--- src/rtl/deser_rr_arbiter_pkg.sv ---
// Shared types and helpers for the serial-source round-robin arbiter.
// rr_winner is sized for the largest supported source count so callers can zero-extend into it.
package deser_arb_pkg;

  localparam int MAX_SRC   = 16;
  localparam int MAX_SRC_W = 4;

  typedef enum logic [1:0] {
    ST_IDLE  = 2'd0,
    ST_RUN   = 2'd1,
    ST_ABORT = 2'd2
  } arb_state_e;

  // First requester at or after ptr, wrapping within n_src lanes; 0 when nobody requests.
  function automatic logic [MAX_SRC_W-1:0] rr_winner(
    input logic [MAX_SRC-1:0]   req,
    input logic [MAX_SRC_W-1:0] ptr,
    input int                   n_src
  );
    logic [MAX_SRC_W-1:0] win;
    logic                 found;
    int                   idx;
    win   = '0;
    found = 1'b0;
    for (int k = 0; k < MAX_SRC; k++) begin
      idx = (int'(ptr) + k) % n_src;
      if (!found && (k < n_src) && req[idx[MAX_SRC_W-1:0]]) begin
        win   = idx[MAX_SRC_W-1:0];
        found = 1'b1;
      end
    end
    return win;
  endfunction

endpackage

--- src/rtl/deser_rr_arbiter_if.sv ---
// Bus between N_SRC serial sources, the arbiter, and the downstream deserializer.
// The arbiter takes the slave view; the sources and deserializer together form the master.
interface deser_rr_arbiter_if #(
  parameter int N_SRC = 4
) ();
  localparam int SRC_W = $clog2(N_SRC);

  logic [N_SRC-1:0] req_i;
  logic [N_SRC-1:0] data_i;
  logic [N_SRC-1:0] data_val_i;
  logic [N_SRC-1:0] grant_o;
  logic [SRC_W-1:0] src_id_o;
  logic             data_o;
  logic             data_val_o;
  logic             word_done_o;
  logic             flush_o;
  logic             abort_o;
  logic             busy_o;

  modport slave (
    input  req_i, data_i, data_val_i,
    output grant_o, src_id_o, data_o, data_val_o, word_done_o, flush_o, abort_o, busy_o
  );

  modport master (
    output req_i, data_i, data_val_i,
    input  grant_o, src_id_o, data_o, data_val_o, word_done_o, flush_o, abort_o, busy_o
  );
endinterface

--- src/rtl/deser_rr_arbiter_rr_picker.sv ---
// Combinational round-robin selector: request vector plus pointer in, one-hot winner,
// its index and an any-request flag out.
module rr_picker
  import deser_arb_pkg::*;
#(
  parameter int N_SRC = 4,
  parameter int SRC_W = $clog2(N_SRC)
) (
  input  logic [N_SRC-1:0] req,
  input  logic [SRC_W-1:0] ptr,
  output logic [N_SRC-1:0] winner_oh,
  output logic [SRC_W-1:0] winner_idx,
  output logic             any
);
  logic [MAX_SRC_W-1:0] win_full;

  assign win_full   = rr_winner(MAX_SRC'(req), MAX_SRC_W'(ptr), N_SRC);
  assign winner_idx = SRC_W'(win_full);
  assign any        = |req;

  for (genvar gi = 0; gi < N_SRC; gi++) begin : g_oh
    assign winner_oh[gi] = any && (winner_idx == SRC_W'(gi));
  end
endmodule

--- src/rtl/deser_rr_arbiter.sv ---
// Round-robin share of one deserializer between N_SRC serial lanes: grants a lane for
// DATA_W valid bits, forwards them registered, and aborts with a flush pulse if the lane stalls.
module deser_rr_arbiter
  import deser_arb_pkg::*;
#(
  parameter int N_SRC       = 4,
  parameter int DATA_W      = 16,
  parameter int TIMEOUT_CYC = 64
) (
  input logic               clk_i,
  input logic               srst_i,
  deser_rr_arbiter_if.slave bus
);
  localparam int SRC_W = $clog2(N_SRC);
  localparam int BIT_W = $clog2(DATA_W + 1);
  localparam int TMO_W = $clog2(TIMEOUT_CYC + 1);

  localparam logic [BIT_W-1:0] BIT_LAST = BIT_W'(DATA_W - 1);
  localparam logic [TMO_W-1:0] TMO_LAST = TMO_W'(TIMEOUT_CYC - 1);
  localparam logic [SRC_W-1:0] SRC_LAST = SRC_W'(N_SRC - 1);

  localparam logic [1:0] S_IDLE  = ST_IDLE;
  localparam logic [1:0] S_RUN   = ST_RUN;
  localparam logic [1:0] S_ABORT = ST_ABORT;

  logic [1:0]       state_reg;
  logic [SRC_W-1:0] ptr_reg;
  logic [N_SRC-1:0] grant_reg;
  logic [SRC_W-1:0] src_id_reg;
  logic [BIT_W-1:0] bit_cnt_reg;
  logic [TMO_W-1:0] tmo_cnt_reg;
  logic             data_reg;
  logic             data_val_reg;
  logic             word_done_reg;
  logic             flush_reg;
  logic             abort_reg;

  logic [N_SRC-1:0] pick_oh;
  logic [SRC_W-1:0] pick_idx;
  logic             pick_any;
  logic             lane_val_next;
  logic             lane_dat_next;
  logic [SRC_W-1:0] ptr_adv_next;

  rr_picker #(
    .N_SRC (N_SRC),
    .SRC_W (SRC_W)
  ) u_picker (
    .req        (bus.req_i),
    .ptr        (ptr_reg),
    .winner_oh  (pick_oh),
    .winner_idx (pick_idx),
    .any        (pick_any)
  );

  // grant_reg is only non-zero in RUN, so masking with it selects the granted lane alone.
  assign lane_val_next = |(bus.data_val_i & grant_reg);
  assign lane_dat_next = |(bus.data_i & grant_reg);
  assign ptr_adv_next  = (src_id_reg == SRC_LAST) ? '0 : src_id_reg + SRC_W'(1);

  always_ff @(posedge clk_i) begin
    if (srst_i) begin
      state_reg     <= S_IDLE;
      ptr_reg       <= '0;
      grant_reg     <= '0;
      src_id_reg    <= '0;
      bit_cnt_reg   <= '0;
      tmo_cnt_reg   <= '0;
      data_reg      <= 1'b0;
      data_val_reg  <= 1'b0;
      word_done_reg <= 1'b0;
      flush_reg     <= 1'b0;
      abort_reg     <= 1'b0;
    end else begin
      data_val_reg  <= 1'b0;
      word_done_reg <= 1'b0;
      flush_reg     <= 1'b0;
      abort_reg     <= 1'b0;
      case (state_reg)
        S_IDLE: begin
          if (pick_any) begin
            state_reg   <= S_RUN;
            grant_reg   <= pick_oh;
            src_id_reg  <= pick_idx;
            bit_cnt_reg <= '0;
            tmo_cnt_reg <= '0;
          end
        end
        S_RUN: begin
          data_reg     <= lane_dat_next;
          data_val_reg <= lane_val_next;
          if (lane_val_next) begin
            tmo_cnt_reg <= '0;
            if (bit_cnt_reg == BIT_LAST) begin
              state_reg     <= S_IDLE;
              grant_reg     <= '0;
              ptr_reg       <= ptr_adv_next;
              bit_cnt_reg   <= '0;
              word_done_reg <= 1'b1;
            end else begin
              bit_cnt_reg <= bit_cnt_reg + BIT_W'(1);
            end
          end else if (tmo_cnt_reg == TMO_LAST) begin
            state_reg <= S_ABORT;
            grant_reg <= '0;
            flush_reg <= 1'b1;
            abort_reg <= 1'b1;
          end else begin
            tmo_cnt_reg <= tmo_cnt_reg + TMO_W'(1);
          end
        end
        S_ABORT: begin
          state_reg   <= S_IDLE;
          ptr_reg     <= ptr_adv_next;
          bit_cnt_reg <= '0;
          tmo_cnt_reg <= '0;
        end
        default: state_reg <= S_IDLE;
      endcase
    end
  end

  assign bus.grant_o     = grant_reg;
  assign bus.src_id_o    = src_id_reg;
  assign bus.data_o      = data_reg;
  assign bus.data_val_o  = data_val_reg;
  assign bus.word_done_o = word_done_reg;
  assign bus.flush_o     = flush_reg;
  assign bus.abort_o     = abort_reg;
  assign bus.busy_o      = (state_reg == S_RUN);
endmodule
--- src/flat_wrapper.sv ---
// flat-port wrapper written by rule: the top's interface ports become plain ports
module deser_rr_arbiter_flat import deser_arb_pkg::*;
#(
  parameter int N_SRC       = 4,
  parameter int DATA_W      = 16,
  parameter int TIMEOUT_CYC = 64
)
  (clk_i, srst_i, bus_req_i, bus_data_i, bus_data_val_i, bus_grant_o, bus_src_id_o, bus_data_o, bus_data_val_o, bus_word_done_o, bus_flush_o, bus_abort_o, bus_busy_o);
  deser_rr_arbiter_if #(.N_SRC(N_SRC)) bus_i ();
  input logic clk_i;
  input logic srst_i;
  input wire logic [$bits(bus_i.req_i)-1:0] bus_req_i;
  input wire logic [$bits(bus_i.data_i)-1:0] bus_data_i;
  input wire logic [$bits(bus_i.data_val_i)-1:0] bus_data_val_i;
  output wire logic [$bits(bus_i.grant_o)-1:0] bus_grant_o;
  output wire logic [$bits(bus_i.src_id_o)-1:0] bus_src_id_o;
  output wire logic [$bits(bus_i.data_o)-1:0] bus_data_o;
  output wire logic [$bits(bus_i.data_val_o)-1:0] bus_data_val_o;
  output wire logic [$bits(bus_i.word_done_o)-1:0] bus_word_done_o;
  output wire logic [$bits(bus_i.flush_o)-1:0] bus_flush_o;
  output wire logic [$bits(bus_i.abort_o)-1:0] bus_abort_o;
  output wire logic [$bits(bus_i.busy_o)-1:0] bus_busy_o;
  assign bus_i.req_i = bus_req_i;
  assign bus_i.data_i = bus_data_i;
  assign bus_i.data_val_i = bus_data_val_i;
  assign bus_grant_o = bus_i.grant_o;
  assign bus_src_id_o = bus_i.src_id_o;
  assign bus_data_o = bus_i.data_o;
  assign bus_data_val_o = bus_i.data_val_o;
  assign bus_word_done_o = bus_i.word_done_o;
  assign bus_flush_o = bus_i.flush_o;
  assign bus_abort_o = bus_i.abort_o;
  assign bus_busy_o = bus_i.busy_o;
  deser_rr_arbiter #(.N_SRC(N_SRC), .DATA_W(DATA_W), .TIMEOUT_CYC(TIMEOUT_CYC)) u_core (.clk_i(clk_i), .srst_i(srst_i), .bus(bus_i));
endmodule
--- config.mk ---
export PLATFORM = sky130hd
export DESIGN_NAME = deser_rr_arbiter_flat
export DESIGN_NICKNAME = d
export VERILOG_FILES = /design/src/rtl/deser_rr_arbiter_pkg.sv /design/src/rtl/deser_rr_arbiter_if.sv /design/src/rtl/deser_rr_arbiter_rr_picker.sv /design/src/rtl/deser_rr_arbiter.sv /design/src/flat_wrapper.sv
export SDC_FILE = /design/constraint.sdc
export NUM_CORES = 1
export LEC_CHECK = 0
export ABC_CLOCK_PERIOD_IN_PS = 1700
export CORE_AREA = 5 5 74 76
export CTS_CLUSTER_SIZE = 40
export DETAILED_ROUTE_END_ITERATION = 7
export DIE_AREA = 0 0 79 81
export PLACE_DENSITY = 0.56
export REMOVE_ABC_BUFFERS = 1
export SLEW_MARGIN = 20
export SYNTH_ARGS = -nofsm -noshare
export SYNTH_HDL_FRONTEND = slang
export SYNTH_SLANG_ARGS = --single-unit
--- constraint.sdc ---
create_clock -name clk_i -period 1.7 [get_ports clk_i]
set_clock_uncertainty 0.05 [all_clocks]
set_input_delay 0.255 -clock clk_i [delete_from_list [all_inputs] [get_ports clk_i]]
set_output_delay 0.255 -clock clk_i [all_outputs]
set_load 0.02 [all_outputs]
==> key figures, run 1 <==
Critical path
  • CP required: 1820 ps
  • Worst path max stage delay: 360 ps
  • Critical path's top delay family: compound AO/OA/AOI/OAI gates
  • Worst setup SP type: flop
  • CP Class: flop to flop
  • CP arrival: 1800 ps
  • Worst r2r path cells: 6
  • Crit end category: flop
  • Crit path capture: u_core.bus.grant_o[2]
  • Reg2reg end: u_core.bus.grant_o[2]
  • Worst flop-to-flop path startpoint: u_core.tmo_cnt_reg[1]
  • R2R setup slack: 20 ps
  • CP bufs+invs: 0
  • CP max-delay cell: dfxtp_2
  • Critical path depth in cells: 6
  • Crit-path cells: ha_4 > and4_4 > and3b_1 > o221a_2 > o21ai_4 > a22o_1
  • Crit path from: u_core.tmo_cnt_reg[1]
  • Crit-path max FO: 4

STA
  • Fin crit period: 1681 ps
  • Slew at the pin with the worst max-slew slack: 331.8 ps
  • Setup TNS: 0 ps
  • Final Hold Vio Count: 0
  • Relative slew margins: 0.7788
  • Final Slew Violations: 0
  • Final setup fails: 0
  • Max Clock Freq: 595.0 MHz
  • RSZ-0062 raised after global routing: yes
  • Final Cycle Share: 0.9886

Cells and area
  • Most common cell after layout, fill and taps aside: buf_4
  • Commonest non-fill, non-tap cells in the layout: 38 x buf_4, 22 x dfxtp_1, 21 x clkdlybuf4s50_1
  • Design area: 2131 um^2
  • Area grow syn2layout: 55.67%
  • Largest register FFs: 7
  • Ant diodes: 0
  • Final nets: 232
  • Layout cells sized above 1: 0.3762
  • Post-layout util: 0.4572

Power and ir drop
  • P_int: 1.597 mW
  • Worst VDD drop: 0.4648 mV
  • Clock power share: 0.137
  • Sw frac: 0.3759
  • Leak: 0.8980 nW
  • Power Density: 1201 nW/um^2
  • Combinational share of power: 0.562
  • Part of the power in registers: 0.301
  • Switch Pwr: 962.0 uW

GRT
  • Number of global-route vias before repair: 1,356
  • Initial antenna violation count: 0
  • Pin count of the biggest net entering global routing: 14
  • First-pass GRT wire length: 5913 um
  • Global Route Usage Sum: 0.1147
  • Grt total ovfl: 0

Detailed routing
  • Vias per Instance: 5.136
  • Vias: 1,356
  • DRT Wirelength: 3798 um
  • Drt wl/cell: 14.39 um
  • Drt drc: 0
  • Starting DRT DRC Count: 50
  • Post-route ant nets: 0
  • 1st-pass router iterations: 4

Clocking
  • TritonCTS sink count: 26
  • Total CTS buffers: 3
  • Clk slew on worst S/H paths: 90 ps
  • CTS Hold Bufs: 0
  • H-tree lvl count: 1
  • CTS tree: yes
  • Latest clock arrival within the worst-skew pair: 270 ps
  • CTS root buf: clkbuf_8
  • Clk buf depth: 2

Placement
  • Buffers added on ports: 25
  • Detailed Place HPWL: 2779 um
  • Gp weighted congestion: 0.7945
  • Placed cell areas: 1903 um^2

Logic synthesis
  • Syn_area_per_cell: 9.312 um^2
  • Synth Flop Type: dfxtp_1
  • Post-synthesis sequential area ratio: 0.3803
  • Syn Inst Count: 147
  • Synthesized flop and latch total: 26
  • Synth Cell Area: 1369 um^2
  • Synth warn: 0
  • Synth cell types: 51
  • Post-synth ARST share: 0
  • Post-synth EDFFs: 0

Die
  • Initial core utilization: 0.2937
  • # IOs: 26
  • Die Span X: 79 um
  • Core Region: 4661 um^2
  • Die area: 6399 um^2
  • Row cnt: 25
  • Die height: 81 um

Min path
  • Worst hold path type: flop to flop

Flow run
  • Max Cap Viol: 0

Outcome
  • Status: finished, final reports clean
==> logic make-up after synthesis <==
logic type | synth area share
AND/OR/NAND/NOR | 0.2486
AO/OA/AOI/OAI | 0.2194
flip-flops | 0.3803
buffers and inverters | 0.04753
adder cells (fa/ha/maj) | 0.05484
multiplexers | 0.03016
XOR/XNOR | 0.01920
==> metal layers <==
layer | vias up | GRT usage | part of all wire
li1 | 673 | - | -
met1 | 655 | 0.1311 | 0.42
met2 | 23 | 0.2104 | 0.53
met3 | 5 | 0.02106 | 0.037
met4 | 0 | 0.04639 | 0.011
met5 | - | 0 | 0
==> worst min-delay path, stage by stage (launching register included) <==
cell and delay, ps:
dfxtp_1 340, nand2_1 60, a21oi_1 50
==> worst min path at each step <==
stage                          startpoint                      to  slack, ps  cells past startpoint
CTS                 u_core.bit_cnt_reg[4]  u_core.bus.word_done_o        420                      1
finish                  u_core.ptr_reg[0]       u_core.ptr_reg[0]        450                      2
floorplan                          srst_i   u_core.bit_cnt_reg[0]        270                      1
global route        u_core.tmo_cnt_reg[6]   u_core.tmo_cnt_reg[6]        470                      1
detailed placement  u_core.bit_cnt_reg[4]  u_core.bus.word_done_o        380                      1
global placement    u_core.bit_cnt_reg[4]  u_core.bus.word_done_o        380                      1
==> synth_stat cells, types with 2 or more instances <==
cell	count	area share
clkbuf_1	2	0.0055
or3_1	2	0.0091
a22o_1	3	0.019
a21o_1	3	0.016
buf_4	2	0.011
nor3_2	2	0.015
xor2_1	3	0.019
nor2_1	10	0.027
nor4_1	2	0.0091
and2_1	3	0.014
dfxtp_1	26	0.38
a22oi_1	4	0.022
nand2_1	7	0.019
mux2i_1	3	0.022
o211ai_1	2	0.011
o21ai_0	5	0.018
nand2b_1	3	0.014
and3_1	3	0.014
a21oi_1	9	0.033
a32o_1	2	0.015
nand3_1	6	0.022
nor2b_1	2	0.0091
inv_1	7	0.019
o221a_2	2	0.016
ha_1	6	0.055
nor3_1	3	0.011
==> stage by stage <==
stage | power (mW) | cells | hold slack [ps] | worst slack (ps)
6_report | 2.559 | 264 | 445.8 | 19.32
5_1_grt | 2.730 | 264 | 468.9 | -32.43
4_1_cts | 2.342 | 258 | 420.7 | -78.01
3_5_place_dp | 1.962 | 254 | 383.7 | -307.2
3_3_place_gp | 1.937 | 254 | 379.6 | -238.0
2_1_floorplan | 1.396 | 141 | 274.1 | -250.0
==> repair_timing <==
item                       in CTS  in global routing
resized for setup               6                 27
gates cloned                    0                  1
setup buffers                   1                  5
setup endpoints to repair      16                 19
pin swaps                       2                  8
==> power groups by stage <==
stage,registers (mW),logic [mW],clock network [mW]
floorplan,0.806,0.590,0
global placement,0.757,1.18,0
detailed placement,0.760,1.20,0
CTS,0.749,1.23,0.362
global route,0.779,1.56,0.387
finish,0.770,1.44,0.351
==> cell type report <==
type / count / area [um^2]
inverters: 7 / 26.28
multi-input cells: 109 / 905.9
fillers: 438 / 2530
flip-flops and latches: 26 / 525.5
repair buffers: 65 / 564.3
clock buffers: 3 / 41.29
well taps: 54 / 67.56
Power figures use the tool's default switching activity.
==> inputs of run 2 (changes only) <==
Settings changed: CAP_MARGIN set to 25, HOLD_SLACK_MARGIN set to 0.08.
==> results of run 2 <==
Final layout, timing and power as in run 1 (identical DEF).
==> inputs of run 3 (changes only) <==
Settings changed: SKIP_CTS_REPAIR_TIMING set to 1.
==> run 3 against run 2 <==
Sequential cell count is the same. Combinational power is essentially flat. Global-route usage is 0.075 points lower. Routed wire length decreased by 2.3%. Sequential share of layout area fell by 0.086 points. Via count barely moved. Largest cell class unchanged.
==> key figures, run 3 (synthesis results as in run 1) <==
Cells and area
  • Layout cells sized above 1: 0.3886 (+0.01244)
  • Area grow syn2layout: 56.58%
  • Finished Layout Cells: 265 (+0.38%)
  • Design area: 2143 um^2 (+0.59%)
  • Largest register FFs: 7 (unchanged)
  • Ant diodes: 0 (unchanged)
  • Filler cells: 437 (-0.23%)
  • Final nets: 233 (+0.43%)
  • Commonest non-fill, non-tap cells in the layout: 39 x buf_4, 21 x dfxtp_1, 20 x clkdlybuf4s50_1
  • Most common cell after layout, fill and taps aside: buf_4

Die
  • # IOs: 26 (unchanged)
  • Die Span X: 79 um (unchanged)
  • Core Region: 4661 um^2 (unchanged)
  • Die area: 6399 um^2 (unchanged)
  • Die height: 81 um (unchanged)
  • Initial core utilization: 0.2937 (unchanged)
  • Row cnt: 25 (unchanged)

STA
  • Final setup fails: 0 (unchanged)
  • RSZ-0062 raised after global routing: yes
  • Fin crit period: 1665 ps (-15.72 ps)
  • Slew at the pin with the worst max-slew slack: 272.7 ps (-59.08 ps)
  • Final Cycle Share: 0.9794 (-0.009247)
  • Max Clock Freq: 600.6 MHz (+0.94%)
  • Final Slew Violations: 0 (unchanged)
  • Relative slew margins: 0.8176 (+0.03880)
  • Final Hold Vio Count: 0 (unchanged)

Detailed routing
  • Drt wl/cell: 14.00 um (-2.7%)
  • Starting DRT DRC Count: 34 (-32%)
  • 1st-pass router iterations: 4 (unchanged)
  • Vias: 1,357 (+0.074%)
  • Vias per Instance: 5.121 (-0.30%)
  • Post-route ant nets: 0 (unchanged)
  • DRT Wirelength: 3709 um (-2.3%)
  • Drt drc: 0 (unchanged)

Critical path
  • R2R setup slack: 40 ps (+20 ps)
  • CP arrival: 1830 ps (+30 ps)
  • Worst setup SP type: flop
  • Reg2reg end: u_core.bus.grant_o[2]
  • CP required: 1860 ps (+40 ps)
  • Worst r2r path cells: 6 (unchanged)
  • CP Class: flop to flop
  • Crit end category: flop
  • Worst flop-to-flop path startpoint: u_core.state_reg[1]
  • Crit-path max FO: 6 (+2)

Clocking
  • CTS tree: yes
  • H-tree lvl count: 1 (unchanged)
  • Clk buf depth: 2 (unchanged)
  • Total CTS buffers: 3 (unchanged)
  • Latest clock arrival within the worst-skew pair: 270 ps (about the same)
  • TritonCTS sink count: 26 (unchanged)
  • CTS root buf: clkbuf_8
  • Clk slew on worst S/H paths: 90 ps (about the same)

Power and ir drop
  • Power Density: 1197 nW/um^2 (-0.37%)
  • Leak: 0.9234 nW (+2.8%)
  • Total power: 2.565 mW (+0.21%)
  • Worst VDD drop: 0.4166 mV (-10%)

Placement
  • Cells after DPL: 254 (unchanged)
  • Placed cell areas: 1903 um^2 (unchanged)
  • Buffers added on ports: 25 (unchanged)
  • Detailed Place HPWL: 2779 um (unchanged)
  • Gp weighted congestion: 0.7945 (unchanged)

Flow run
  • Max Cap Viol: 0 (unchanged)

Outcome
  • Status: finished, final reports clean

GRT
  • Initial antenna violation count: 0 (unchanged)
  • Number of global-route vias before repair: 1,348 (-0.59%)
  • Grt total ovfl: 0 (unchanged)
  • Pin count of the biggest net entering global routing: 14 (unchanged)
  • Global Route Usage Sum: 0.1140 (-0.0007544)
  • First-pass GRT wire length: 5885 um (-0.47%)

Min path
  • Hold depth: 2 (unchanged)
  • Hold EP: u_core.ptr_reg[0]
  • Worst hold path type: flop to flop
  • Min-delay src: u_core.ptr_reg[0]
## run 3: where the power goes
group / total (mW) / internal [mW] / leakage (nW) / switching (mW)
registers: 0.770 / 0.697 / 0.213 / 0.0732
clock network: 0.349 / 0.159 / 0.0216 / 0.190
logic: 1.45 / 0.753 / 0.689 / 0.692
total: 2.56 / 1.61 / 0.923 / 0.956
## run 3: through the flow
step	setup WS, ps	utilization	hold slack [ps]	setup TNS, ps
finish	35.04	0.4599	446.0	0
CTS	-326.7	0.4172	398.8	-1480
floorplan	-250.0	-	274.1	-2366
detailed placement	-307.2	0.4083	383.7	-4678
global route	-14.41	0.4599	468.8	-18.51
global placement	-238.0	0.4083	379.6	-3648
## run 3: routing by layer
metal,part of all wire,vias to the layer above,routed length [um],track usage
li1,-,674,-,-
met1,0.42,663,1575,0.1303
met2,0.54,18,2008,0.2088
met3,0.026,2,98,0.02106
met4,0.0073,0,27,0.04639
met5,0,-,0,0
## run 3: cell type report
type | instances | area, um^2 | area share
Inverter | 7 | 26.28 | 0.01226
Tap cell | 54 | 67.56 | 0.03152
Clock buffer | 3 | 41.29 | 0.01926
Multi-Input combinational cell | 109 | 903.4 | 0.4215
Sequential cell | 26 | 526.8 | 0.2458
Timing Repair Buffer | 66 | 578.1 | 0.2697
## run 3: worst max-delay path by stage
stage	cells after the start	startpoint	to	slack (ps)
2_1_floorplan	6	u_core.state_reg[1]	u_core.bus.grant_o[2]	-250
3_3_place_gp	7	bus_data_val_i[1]	u_core.tmo_cnt_reg[3]	-240
3_5_place_dp	6	bus_req_i[1]	u_core.tmo_cnt_reg[0]	-310
4_1_cts	3	u_core.state_reg[1]	bus_busy_o	-330
5_1_grt	7	u_core.state_reg[1]	u_core.bit_cnt_reg[0]	-10
6_report	6	u_core.state_reg[1]	u_core.bus.grant_o[2]	40
## run 3: critical path: stages, from the launching register on
cell     delay (ps)
dfxtp_1         360
inv_2            80
ha_4            190
buf_4           150
or3_2           490
o21ai_2         110
a22o_1          170
